==> src/rtl/jtoutrun_adc.sv <==
// Out Run cabinet ADC: a CPU write latches one analogue/digital control channel and
// publishes it on dout after CONV_CYCLES cen ticks. Optional filter: JTOUTRUN_ADC_FILTER_EN.
module jtoutrun_adc #(
    parameter int CONV_CYCLES = 72
) (
    input  logic        clk,
    input  logic        rst,
    input  logic        cen,
    input  logic        wr,
    input  logic [2:0]  ch,
    input  logic [7:0]  joystick1,
    input  logic [15:0] joyana1,
    input  logic [15:0] joyana1b,
    input  logic [7:0]  motor_pos,
    output logic [7:0]  dout,
    output logic        busy,
    output logic        intn
);

    typedef enum logic {IDLE, CONV} state_t;

    localparam logic [7:0] LAST_TICK = 8'(CONV_CYCLES - 1);

    state_t      state_reg, state_next;
    logic [7:0]  cnt_reg, cnt_next;
    logic [2:0]  ch_reg, ch_next;
    logic [7:0]  sample_reg, sample_next;
    logic [7:0]  dout_reg, dout_next;
    logic        busy_reg, busy_next;
    logic        intn_reg, intn_next;
    logic [7:0]  sample_now;
    logic [7:0]  pedal_mag;
    logic [7:0]  result;
    logic        done;

    assign pedal_mag = {joyana1b[14:8], joyana1b[14]};

    // Input sample for the channel being requested by the current write
    always_comb begin
        sample_now = 8'hFF;
        case (ch)
            3'd0: begin
                if (!joystick1[0])      sample_now = 8'hD0;
                else if (!joystick1[1]) sample_now = 8'h20;
                else                    sample_now = joyana1[7:0] ^ 8'h80;
            end
            3'd1: begin
                if (!joystick1[3])      sample_now = 8'hF0;
                else if (joyana1b[15])  sample_now = ~pedal_mag;
                else                    sample_now = 8'h00;
            end
            3'd2: begin
                if (!joystick1[2])      sample_now = 8'hF0;
                else if (joyana1b[15])  sample_now = 8'h00;
                else                    sample_now = pedal_mag;
            end
            3'd3:    sample_now = motor_pos;
            default: sample_now = 8'hFF;
        endcase
    end

`ifdef JTOUTRUN_ADC_FILTER_EN
    logic [7:0] hist_reg  [4];
    logic [7:0] hist_next [4];
    logic [9:0] filt_sum;
    logic       hist_shift;

    assign hist_shift = done && (ch_reg == 3'd0);

    // Newest channel-0 sample enters at entry 0, oldest drops off entry 3
    generate
        for (genvar gi = 0; gi < 4; gi++) begin : g_hist
            if (gi == 0) begin : g_head
                assign hist_next[gi] = hist_shift ? sample_reg : hist_reg[gi];
            end else begin : g_tail
                assign hist_next[gi] = hist_shift ? hist_reg[gi-1] : hist_reg[gi];
            end
        end
    endgenerate

    always_ff @(posedge clk) begin
        for (int i = 0; i < 4; i++) begin
            if (rst) hist_reg[i] <= 8'h80;
            else     hist_reg[i] <= hist_next[i];
        end
    end

    assign filt_sum = 10'(sample_reg) + 10'(hist_reg[0]) + 10'(hist_reg[1]) + 10'(hist_reg[2]);
    assign result   = (ch_reg == 3'd0) ? filt_sum[9:2] : sample_reg;

    logic unused_bits;
    assign unused_bits = &{1'b0, joystick1[7:4], joyana1[15:8], joyana1b[7:0],
                           hist_reg[3], filt_sum[1:0]};
`else
    assign result = sample_reg;

    logic unused_bits;
    assign unused_bits = &{1'b0, joystick1[7:4], joyana1[15:8], joyana1b[7:0], ch_reg};
`endif

    // A write always restarts, even on the clk of the final tick
    always_comb begin
        state_next  = state_reg;
        cnt_next    = cnt_reg;
        ch_next     = ch_reg;
        sample_next = sample_reg;
        dout_next   = dout_reg;
        busy_next   = busy_reg;
        intn_next   = intn_reg;
        done        = 1'b0;
        if (wr) begin
            state_next  = CONV;
            cnt_next    = 8'd0;
            ch_next     = ch;
            sample_next = sample_now;
            busy_next   = 1'b1;
            intn_next   = 1'b1;
        end else if (state_reg == CONV && cen) begin
            if (cnt_reg == LAST_TICK) begin
                done       = 1'b1;
                state_next = IDLE;
                dout_next  = result;
                busy_next  = 1'b0;
                intn_next  = 1'b0;
            end else begin
                cnt_next = cnt_reg + 8'd1;
            end
        end
    end

    always_ff @(posedge clk) begin
        if (rst) begin
            state_reg  <= IDLE;
            cnt_reg    <= 8'd0;
            ch_reg     <= 3'd0;
            sample_reg <= 8'h00;
            dout_reg   <= 8'h80;
            busy_reg   <= 1'b0;
            intn_reg   <= 1'b1;
        end else begin
            state_reg  <= state_next;
            cnt_reg    <= cnt_next;
            ch_reg     <= ch_next;
            sample_reg <= sample_next;
            dout_reg   <= dout_next;
            busy_reg   <= busy_next;
            intn_reg   <= intn_next;
        end
    end

    assign dout = dout_reg;
    assign busy = busy_reg;
    assign intn = intn_reg;

endmodule
==> config.mk <==
export PLATFORM = sky130hd
export DESIGN_NAME = jtoutrun_adc
export DESIGN_NICKNAME = d
export VERILOG_FILES = /design/src/rtl/jtoutrun_adc.sv
export SDC_FILE = /design/constraint.sdc
export NUM_CORES = 1
export LEC_CHECK = 0
export BUFFER_PORTS_ARGS = -buffer_cell sky130_fd_sc_hd__buf_4
export CAP_MARGIN = 5
export CELL_PAD_IN_SITES_DETAIL_PLACEMENT = 0
export CELL_PAD_IN_SITES_GLOBAL_PLACEMENT = 1
export CORE_ASPECT_RATIO = 1.4
export CORE_MARGIN = 2
export CORE_UTILIZATION = 32
export DETAILED_ROUTE_END_ITERATION = 10
export PLACE_DENSITY = 0.85
export REMOVE_ABC_BUFFERS = 1
export SKIP_CTS_REPAIR_TIMING = 1
export SLEW_MARGIN = 30
export SYNTH_ARGS = -nofsm -noshare
export SYNTH_HDL_FRONTEND = slang
export SYNTH_SLANG_ARGS = --single-unit
==> constraint.sdc <==
create_clock -name clk -period 2.3 [get_ports clk]
set_clock_uncertainty 0.05 [all_clocks]
set_input_delay 0.69 -clock clk [delete_from_list [all_inputs] [get_ports clk]]
set_output_delay 0.69 -clock clk [all_outputs]
set_load 0.005 [all_outputs]
==> impl_metrics.csv, run 1 <==
group,metric,value,unit
routing,routed_wl,3.02,mm
place,gp_congestion,0.879,
status,status,"finished, violations left",
power_and_ir_drop,swShare,21.2,%
synthesis,synthFlopType,"dfxtp_1",
clock_network,h-tree-depth,1,
timing,max_clock_freq,569,MHz
floorplan,pin_count,65,
routing,wl_per_cell,13.0,um
critical_path,critPathBufInv,0,
finish,nets,246,
synthesis,synthCells,144,
critical_path,critical_path.top_delay_family,"simple AND/OR/NAND/NOR gates",
grt,grt-ovfl-total,0,
grt,grt_pass1_wl,5.16,mm
timing,max_slew.worst_pin.slew,0.464,ns
finish,nFillCells,407,
place,place_area,0.00171,mm^2
hold_path,hold_depth,2,
power_and_ir_drop,clkPwrFrac,38.7,%
routing,dr.pass1.iters,8,
floorplan,rows,27,
run,maxCapViolCount,0,
critical_path,critPathMaxFanout,7,
routing,drt-initial-drc-count,74,
clock_network,cts.clk_slew.worst_paths,0.09,ns
clock_network,numCtsBuffers,3,
finish,drive_above_1_share,32.8,%
critical_path,crit-reg2reg-capture,"dout[7]$_SDFFE_PP1P_",
synthesis,synthTopCellsByArea,"dfxtp_1 (39%), a221oi_1 (4.6%), nor2_1 (4.5%)",
grt,track_usage,13.4,%
routing,postRouteAntennaNets,0,
synthesis,synthArstFlopShare,0,%
synthesis,ys_warn_count,0,
clock_network,cts_tree,"done",
hold_path,hp-start,"dout[7]$_SDFFE_PP1P_",
synthesis,ys_seq_area_share,38.8,%
power_and_ir_drop,pwr-share-seq,48.6,%
critical_path,critPathMaxStageDelay,0.47,ns
critical_path,arrival,1.86,ns
power_and_ir_drop,p_int,763,uW
finish,num_antenna_cells,0,
power_and_ir_drop,ir_drop,0.000246,V
critical_path,worst-path-stages,5,
power_and_ir_drop,p_per_area,543,mW/mm^2
timing,post-route-period-util,76.4,%
finish,area_growth,32.7,%
timing,setup_violations,0,
critical_path,timing.rr.start,"cnt_reg[0]$_SDFFE_PP0P_",
critical_path,path_cells,"ha_1 -> nand4b_2 -> nor4_4 -> and2b_1 -> a21oi_1",
critical_path,cp-end-kind,"flip-flop",
timing,worst_slack,0.544,ns
place,io_buffers,44,
timing,slew_headroom,68.8,%
clock_network,worstSkewPairLatency,0.27,ns
critical_path,path_class,"reg -> reg",
critical_path,reg2reg_slack,0.54,ns
synthesis,postSynthAreaPerCell,9.32,um^2
power_and_ir_drop,leakage,0.704,nW
floorplan,coreArea,0.00399,mm^2
finish,final_util,44.7,%
clock_network,clk_path_buf_depth,2,
critical_path,startpoint,"cnt_reg[0]$_SDFFE_PP0P_",
clock_network,cts_root_buf,"clkbuf_8",
critical_path,worstPathRequired,2.40,ns
synthesis,synth_top_area_share,38.8,%
hold_path,whs_endpoint,"dout[7]$_SDFFE_PP1P_",
critical_path,rr_worst_depth,5,
timing,fin_crit,1.76,ns
timing,fin_tns_setup,0,ns
timing,hold_viol,0,
timing,slew_viol_final,0,
floorplan,start_util,33.7,%
critical_path,crit_slowest_cell,"nor4_4",
floorplan,dieArea,0.00474,mm^2
routing,drc,1,
floorplan,die_w,58.7,um
hold_path,hold_class,"reg -> reg",
timing,rsz0062_at_grt,"no",
floorplan,die_y,80.6,um
power_and_ir_drop,p_total,967,uW
grt,grt_max_degree,16,
routing,vias,1245,
synthesis,synth_top_area_cell,"dfxtp_1",
synthesis,yosys_register_bits,26,
power_and_ir_drop,power.switching,205,uW
status,violations,"DRC",
grt,antenna_found_initial,0,
place,pre_cts_ws,0.285,ns
synthesis,netlist-cell-type-count,43,
synthesis,syn-cell-area,0.00134,mm^2
clock_network,cts_sinks,26,
routing,via_per_inst,5.37,
finish,finalInstanceArea,0.00178,mm^2
synthesis,synth_edf_count,0,
grt,grt_pass1_vias,1201,
place,dp_hpwl,2.46,mm
power_and_ir_drop,power_frac_comb,12.7,%
critical_path,startpoint_type,"flip-flop",
cell type report:
| cell class | instances | area (um^2) | share of cell area, % |
|---|---|---|---|
| Multi-Input combinational cell | 110 | 783 | 44.0 |
| Clock inverter | 1 | 30.0 | 1.69 |
| Inverter | 4 | 15.0 | 0.843 |
| Tap cell | 43 | 53.8 | 3.02 |
| Clock buffer | 3 | 41.3 | 2.32 |
| Timing Repair Buffer | 45 | 338 | 19.0 |
| Sequential cell | 26 | 520 | 29.2 |
worst reg2reg max path, stage by stage, from the launching register on:
cell	delay, ns
dfxtp_1	0.39
ha_1	0.28
nand4b_2	0.22
nor4_4	0.47
and2b_1	0.18
a21oi_1	0.04
per-stage QoR:
step,hold slack [ns],cells
after floorplan,0.388,140
after global placement,0.380,228
after detailed placement,0.389,228
after CTS,0.401,232
after global routing,0.422,232
final,0.395,232
routing by layer:
metal	GRT usage, %	vias to the layer above	wire, um
li1	-	632	-
met1	16.5	563	1280
met3	1.93	4	208
met2	23.8	46	1500
met4	3.64	0	31
met5	0	-	0
cell usage in the layout (no fill, tap or decap), types with 2 or more instances in the layout:
cell | Yosys | final
or3_1 | 3 | 3
a22o_1 | 6 | 6
a2111oi_0 | 2 | 2
dfxtp_1 | 26 | 26
clkbuf_8 | 0 | 3
o211ai_1 | 2 | 2
nor2_1 | 16 | 16
mux2i_1 | 2 | 2
nor4_4 | 2 | 2
mux2_2 | 4 | 4
inv_1 | 4 | 4
nand3_1 | 3 | 3
nand2_1 | 5 | 5
o21ai_0 | 6 | 6
nor3b_1 | 2 | 2
a21oi_1 | 6 | 6
a221oi_1 | 7 | 7
nand2b_1 | 6 | 6
and2b_1 | 2 | 2
nor3_1 | 5 | 5
xnor2_1 | 5 | 5
and2_1 | 2 | 2
a211oi_1 | 6 | 6
buf_4 | 0 | 45
worst max-delay path by stage:
| stage | to |
|---|---|
| after global placement | result[6]$_SDFFE_PP0P_ |
| after global routing | dout[7]$_SDFFE_PP1P_ |
| after floorplan | dout[7]$_SDFFE_PP1P_ |
| after CTS | dout[7]$_SDFFE_PP1P_ |
| final | dout[7]$_SDFFE_PP1P_ |
| after detailed placement | result[6]$_SDFFE_PP0P_ |
power by group through the flow:
| stage | clock network, mW | registers, mW | logic, mW |
|---|---|---|---|
| finish | 0.374 | 0.470 | 0.123 |
| global route | 0.397 | 0.472 | 0.136 |
| CTS | 0.377 | 0.470 | 0.124 |
| detailed placement | 0 | 0.481 | 0.123 |
| global placement | 0 | 0.480 | 0.123 |
| floorplan | 0 | 0.479 | 0.0499 |
cells in the mapped netlist (3+ instances only):
| cell | instances |
|---|---|
| dfxtp_1 | 26 |
| a21oi_1 | 6 |
| a211oi_1 | 6 |
| o21ai_0 | 6 |
| or3_1 | 3 |
| mux2_2 | 4 |
| nand2_1 | 5 |
| a221oi_1 | 7 |
| nand2b_1 | 6 |
| nand3_1 | 3 |
| xnor2_1 | 5 |
| nor3_1 | 5 |
| inv_1 | 4 |
| a22o_1 | 6 |
| nor2_1 | 16 |
logic make-up (layout without fill, tap and decap cells):
group	after synthesis	in the layout	share of synthesized area, %
buf+inv	8	53	2.89
simple gates	59	59	28.2
xor+xnor	5	5	3.26
fa+ha+maj	1	1	0.932
mux	6	6	4.85
compound gates	39	39	21.1
flops	26	26	38.8
(Power assumes the default switching activity.)
==> run 2: changes to the inputs <==
CORE_UTILIZATION = 29   (was 32)
PLACE_DENSITY = 0.82   (was 0.85)
clock period = 1.46 ns   (was 2.3 ns; I/O delays follow)
==> impl_metrics.csv, run 2 (synthesis gave the netlist of run 1 again) <==
group,metric,value,unit
clock_network,cts.clk_slew.worst_paths,0.10,ns
clock_network,clk_path_buf_depth,2,
clock_network,h-tree-depth,1,
routing,dr.pass1.iters,4,
place,gp_congestion,0.831,
floorplan,die_y,84.5,um
critical_path,path_class,"reg -> reg",
routing,drt-initial-drc-count,26,
critical_path,critPathMaxFanout,8,
routing,postRouteAntennaNets,0,
timing,slew_headroom,67.6,%
hold_path,hold_class,"reg -> reg",
floorplan,start_util,29.8,%
clock_network,cts_sinks,26,
finish,multi_input_area,861,um^2
power_and_ir_drop,leakage,0.884,nW
run,maxCapViolCount,0,
finish,final_cell_mix,"buf_4 (73), dfxtp_1 (22), nor2_1 (16)",
place,io_buffers,44,
timing,rsz0062_at_grt,"yes",
routing,vias,1367,
finish,seq_area,526,um^2
finish,drive_above_1_share,47.9,%
floorplan,die_w,61.5,um
finish,nets,276,
timing,hold_viol,0,
floorplan,coreArea,0.00450,mm^2
finish,final_util,47.3,%
routing,wl_per_cell,12.9,um
finish,num_antenna_cells,0,
routing,via_per_inst,4.86,
grt,grt_max_degree,16,
routing,routed_wl,3.63,mm
clock_network,numCtsBuffers,3,
routing,drc,0,
floorplan,pin_count,65,
critical_path,arrival,1.67,ns
finish,final_common_cell,"buf_4",
timing,fin_crit,1.56,ns
status,status,"finished, violations left",
grt,grt_pass1_vias,1410,
critical_path,startpoint_type,"flip-flop",
floorplan,rows,29,
finish,area_growth,58.6,%
timing,max_clock_freq,642,MHz
grt,track_usage,14.8,%
floorplan,dieArea,0.00520,mm^2
finish,nFillCells,455,
grt,antenna_found_initial,0,
clock_network,worstSkewPairLatency,0.27,ns
clock_network,cts_root_buf,"clkbuf_8",
place,place_area,0.00197,mm^2
timing,worst_slack,-0.0974,ns
power_and_ir_drop,p_per_area,742,mW/mm^2
status,violations,"setup timing",
power_and_ir_drop,ir_drop,0.000479,V
critical_path,cp-end-kind,"flip-flop",
grt,grt-ovfl-total,0,
grt,grt_pass1_wl,5.98,mm
finish,finalInstanceArea,0.00213,mm^2
timing,max_slew.worst_pin.slew,0.473,ns
clock_network,cts_tree,"done",
timing,post-route-period-util,107,%
timing,setup_violations,7,
place,dp_hpwl,2.94,mm
timing,slew_viol_final,0,
critical_path,worstPathRequired,1.57,ns
-- run 2: changes by cell type in the layout (fill, tap and decap cells not counted), sizes merged --
| cell | before | now |
|---|---|---|
| buf | 45 | 75 |
-- run 2: area by class of cell --
| type | count | share of cell area, % |
|---|---|---|
| tap | 62 | 3.64 |
| clock buffer | 3 | 1.94 |
| inverter | 4 | 0.705 |
| multi-input combinational | 110 | 40.4 |
| timing repair buffer | 75 | 27.2 |
| clock inverter | 1 | 1.41 |
| sequential | 26 | 24.7 |
-- run 2: report_power, final --
part           total (mW)  switching, mW  leakage, nW  internal [mW]
combinational       0.244          0.103        0.634          0.141
clock               0.597          0.230       0.0357          0.367
sequential          0.739        0.00987        0.214          0.729
-- run 2: metal layers --
layer	wire, um	vias to the layer above	share of wire (%)	global-route usage (%)
li1	-	689	-	-
met1	1360	636	37	15.8
met2	2060	38	57	27.2
met3	173	4	4.8	3.08
met4	41	0	1.1	5.03
met5	0	-	0	0
-- run 2: metrics by stage --
step                      power (mW)  setup slack, ns  instances  hold slack, ns  TNS, ns
after floorplan                0.834          -0.0939        140           0.388   -0.640
after global placement         0.991           -0.201        277           0.382    -2.38
after detailed placement       0.995           -0.231        277           0.383    -2.62
after CTS                       1.59           -0.164        281           0.397    -1.47
after global routing            1.65           -0.177        281           0.419    -1.25
final                           1.58          -0.0974        281           0.395   -0.598
-- run 2: path summary, 6_finish.rpt --
kind / from / endpoint / slack, ns / depth (start not counted)
worst max-delay path: cnt_reg[1]$_SDFFE_PP0P_ / dout[6]$_SDFFE_PP0P_ / -0.1 / 5
worst min-delay path: dout[7]$_SDFFE_PP1P_ / dout[7]$_SDFFE_PP1P_ / 0.40 / 2
worst max register to register: cnt_reg[1]$_SDFFE_PP0P_ / dout[6]$_SDFFE_PP0P_ / -0.1 / 5
worst min register to register: dout[7]$_SDFFE_PP1P_ / dout[7]$_SDFFE_PP1P_ / 0.40 / 2
-- run 2: worst max-delay path: stages (launching register included) --
cell,delay (ns)
dfxtp_2,0.36
ha_4,0.15
nand4b_4,0.16
nor4_4,0.34
nor2_2,0.13
a22o_1,0.25
==> run 3: changes to the inputs <==
CORE_UTILIZATION = 32   (was 29)
PLACE_DENSITY = 0.85   (was 0.82)
clock period = 1.6 ns   (was 1.46 ns; I/O delays follow)
==> impl_metrics.csv, run 3 (synthesis gave the netlist of run 1 again) <==
group,metric,value,unit
status,status,"finished, violations left",
status,violations,"DRC",
critical_path,startpoint_type,"flip-flop",
clock_network,worstSkewPairLatency,0.26,ns
timing,max_slew.worst_pin.slew,0.469,ns
finish,area_growth,46.6,%
routing,drt-initial-drc-count,30,
place,io_buffers,44,
finish,num_antenna_cells,0,
power_and_ir_drop,clkPwrFrac,31.6,%
power_and_ir_drop,p_per_area,655,mW/mm^2
routing,postRouteAntennaNets,0,
routing,wl_per_cell,12.4,um
timing,fin_tns_setup,0,ns
finish,drive_above_1_share,42.5,%
place,gp_congestion,0.827,
timing,hold_viol,0,
power_and_ir_drop,power_frac_comb,16.1,%
critical_path,crit-reg2reg-capture,"dout[3]$_SDFFE_PP0P_",
clock_network,cts_tree,"done",
run,maxCapViolCount,0,
timing,max_clock_freq,653,MHz
finish,final_common_cell,"buf_4",
power_and_ir_drop,pwr-share-seq,52.3,%
power_and_ir_drop,swShare,22.0,%
critical_path,crit_slowest_cell,"or3_4",
timing,slew_viol_final,0,
clock_network,cts_root_buf,"clkbuf_8",
grt,antenna_found_initial,0,
timing,slew_headroom,67.9,%
critical_path,path_class,"reg -> reg",
timing,post-route-period-util,95.7,%
clock_network,cts_sinks,26,
grt,grt_pass1_vias,1256,
floorplan,pin_count,65,
critical_path,rr_worst_depth,4,
floorplan,rows,27,
finish,final_util,49.4,%
critical_path,cp-end-kind,"flip-flop",
timing,setup_violations,0,
critical_path,timing.rr.start,"cnt_reg[4]$_SDFFE_PP0P_",
grt,grt_max_degree,15,
critical_path,worstPathRequired,1.71,ns
clock_network,cts.clk_slew.worst_paths,0.08,ns
grt,grt_pass1_wl,5.29,mm
grt,grt-ovfl-total,0,
routing,via_per_inst,5.12,
floorplan,start_util,33.7,%
critical_path,path_cells,"or3_4 -> nor4_4 -> nor2_2 -> a22o_1",
power_and_ir_drop,p_int,1.01,mW
routing,drc,1,
floorplan,die_y,80.6,um
critical_path,critPathMaxFanout,8,
routing,vias,1306,
floorplan,dieArea,0.00474,mm^2
grt,track_usage,14.2,%
clock_network,h-tree-depth,1,
finish,final_cell_mix,"buf_4 (68), dfxtp_1 (25), nor2_1 (16)",
critical_path,reg2reg_slack,0.07,ns
power_and_ir_drop,leakage,0.830,nW
place,dp_hpwl,2.65,mm
floorplan,die_w,58.7,um
clock_network,numCtsBuffers,3,
critical_path,critical_path.top_delay_family,"simple AND/OR/NAND/NOR gates",
hold_path,hp-start,"dout[7]$_SDFFE_PP1P_",
hold_path,hold_depth,2,
routing,dr.pass1.iters,7,
timing,fin_crit,1.53,ns
floorplan,coreArea,0.00399,mm^2
critical_path,critPathMaxStageDelay,0.41,ns
power_and_ir_drop,ir_drop,0.000272,V
power_and_ir_drop,power.switching,283,uW
hold_path,whs_endpoint,"dout[7]$_SDFFE_PP1P_",
critical_path,arrival,1.65,ns
clock_network,clk_path_buf_depth,2,
hold_path,hold_class,"reg -> reg",
routing,routed_wl,3.17,mm
critical_path,critPathBufInv,0,
finish,nets,269,
timing,rsz0062_at_grt,"yes",
[run 3: worst register-to-register path, cell delays in order (launching register included)]
cell and delay, ns:
dfxtp_2 0.35, or3_4 0.41, nor4_4 0.26, nor2_2 0.13, a22o_1 0.25
[run 3: worst max path at each step]
stage	from	end	slack, ns	depth (start not counted)
4_1_cts	cnt_reg[0]$_SDFFE_PP0P_	dout[3]$_SDFFE_PP0P_	-0.03	5
5_1_grt	cnt_reg[4]$_SDFFE_PP0P_	dout[4]$_SDFFE_PP0P_	-0.03	4
2_1_floorplan	cnt_reg[0]$_SDFFE_PP0P_	dout[1]$_SDFFE_PP0P_	0.05	5
3_3_place_gp	ch[2]	result[6]$_SDFFE_PP0P_	-0.09	5
6_report	cnt_reg[4]$_SDFFE_PP0P_	dout[3]$_SDFFE_PP0P_	0.07	4
3_5_place_dp	ch[2]	result[1]$_SDFFE_PP0P_	-0.09	5
[run 3: cell type report]
cell class                 instances  area [um^2]
multi-input combinational        110          812
timing repair buffer              68          510
inverter                           4         15.0
sequential                        26          522
tap                               43         53.8
fill                             385         2020
clock buffer                       4         55.1
[run 3: through the flow]
| stage | worst slack (ns) | cells | cell area [um^2] | hold WS [ns] | power, mW |
|---|---|---|---|---|---|
| 2_1_floorplan | 0.0461 | 140 | 1320 | 0.388 | 0.761 |
| 6_report | 0.0682 | 255 | 1970 | 0.396 | 1.29 |
| 4_1_cts | -0.0299 | 255 | 1940 | 0.400 | 1.30 |
| 3_5_place_dp | -0.0949 | 251 | 1880 | 0.387 | 0.897 |
| 5_1_grt | -0.0346 | 255 | 1970 | 0.417 | 1.35 |
| 3_3_place_gp | -0.0852 | 251 | 1880 | 0.383 | 0.895 |
[run 3: routing by layer]
layer | vias up | wire [um] | GRT usage [%]
li1 | 677 | - | -
met1 | 570 | 1310 | 16.1
met2 | 52 | 1600 | 25.7
met3 | 7 | 218 | 2.74
met4 | 0 | 50 | 4.77
met5 | - | 0 | 0
[run 3: power by group through the flow]
stage	sequential, mW	clock [mW]	combinational [mW]
floorplan	0.689	0	0.0718
global placement	0.689	0	0.207
detailed placement	0.689	0	0.208
CTS	0.674	0.422	0.208
global route	0.676	0.446	0.231
finish	0.674	0.408	0.207
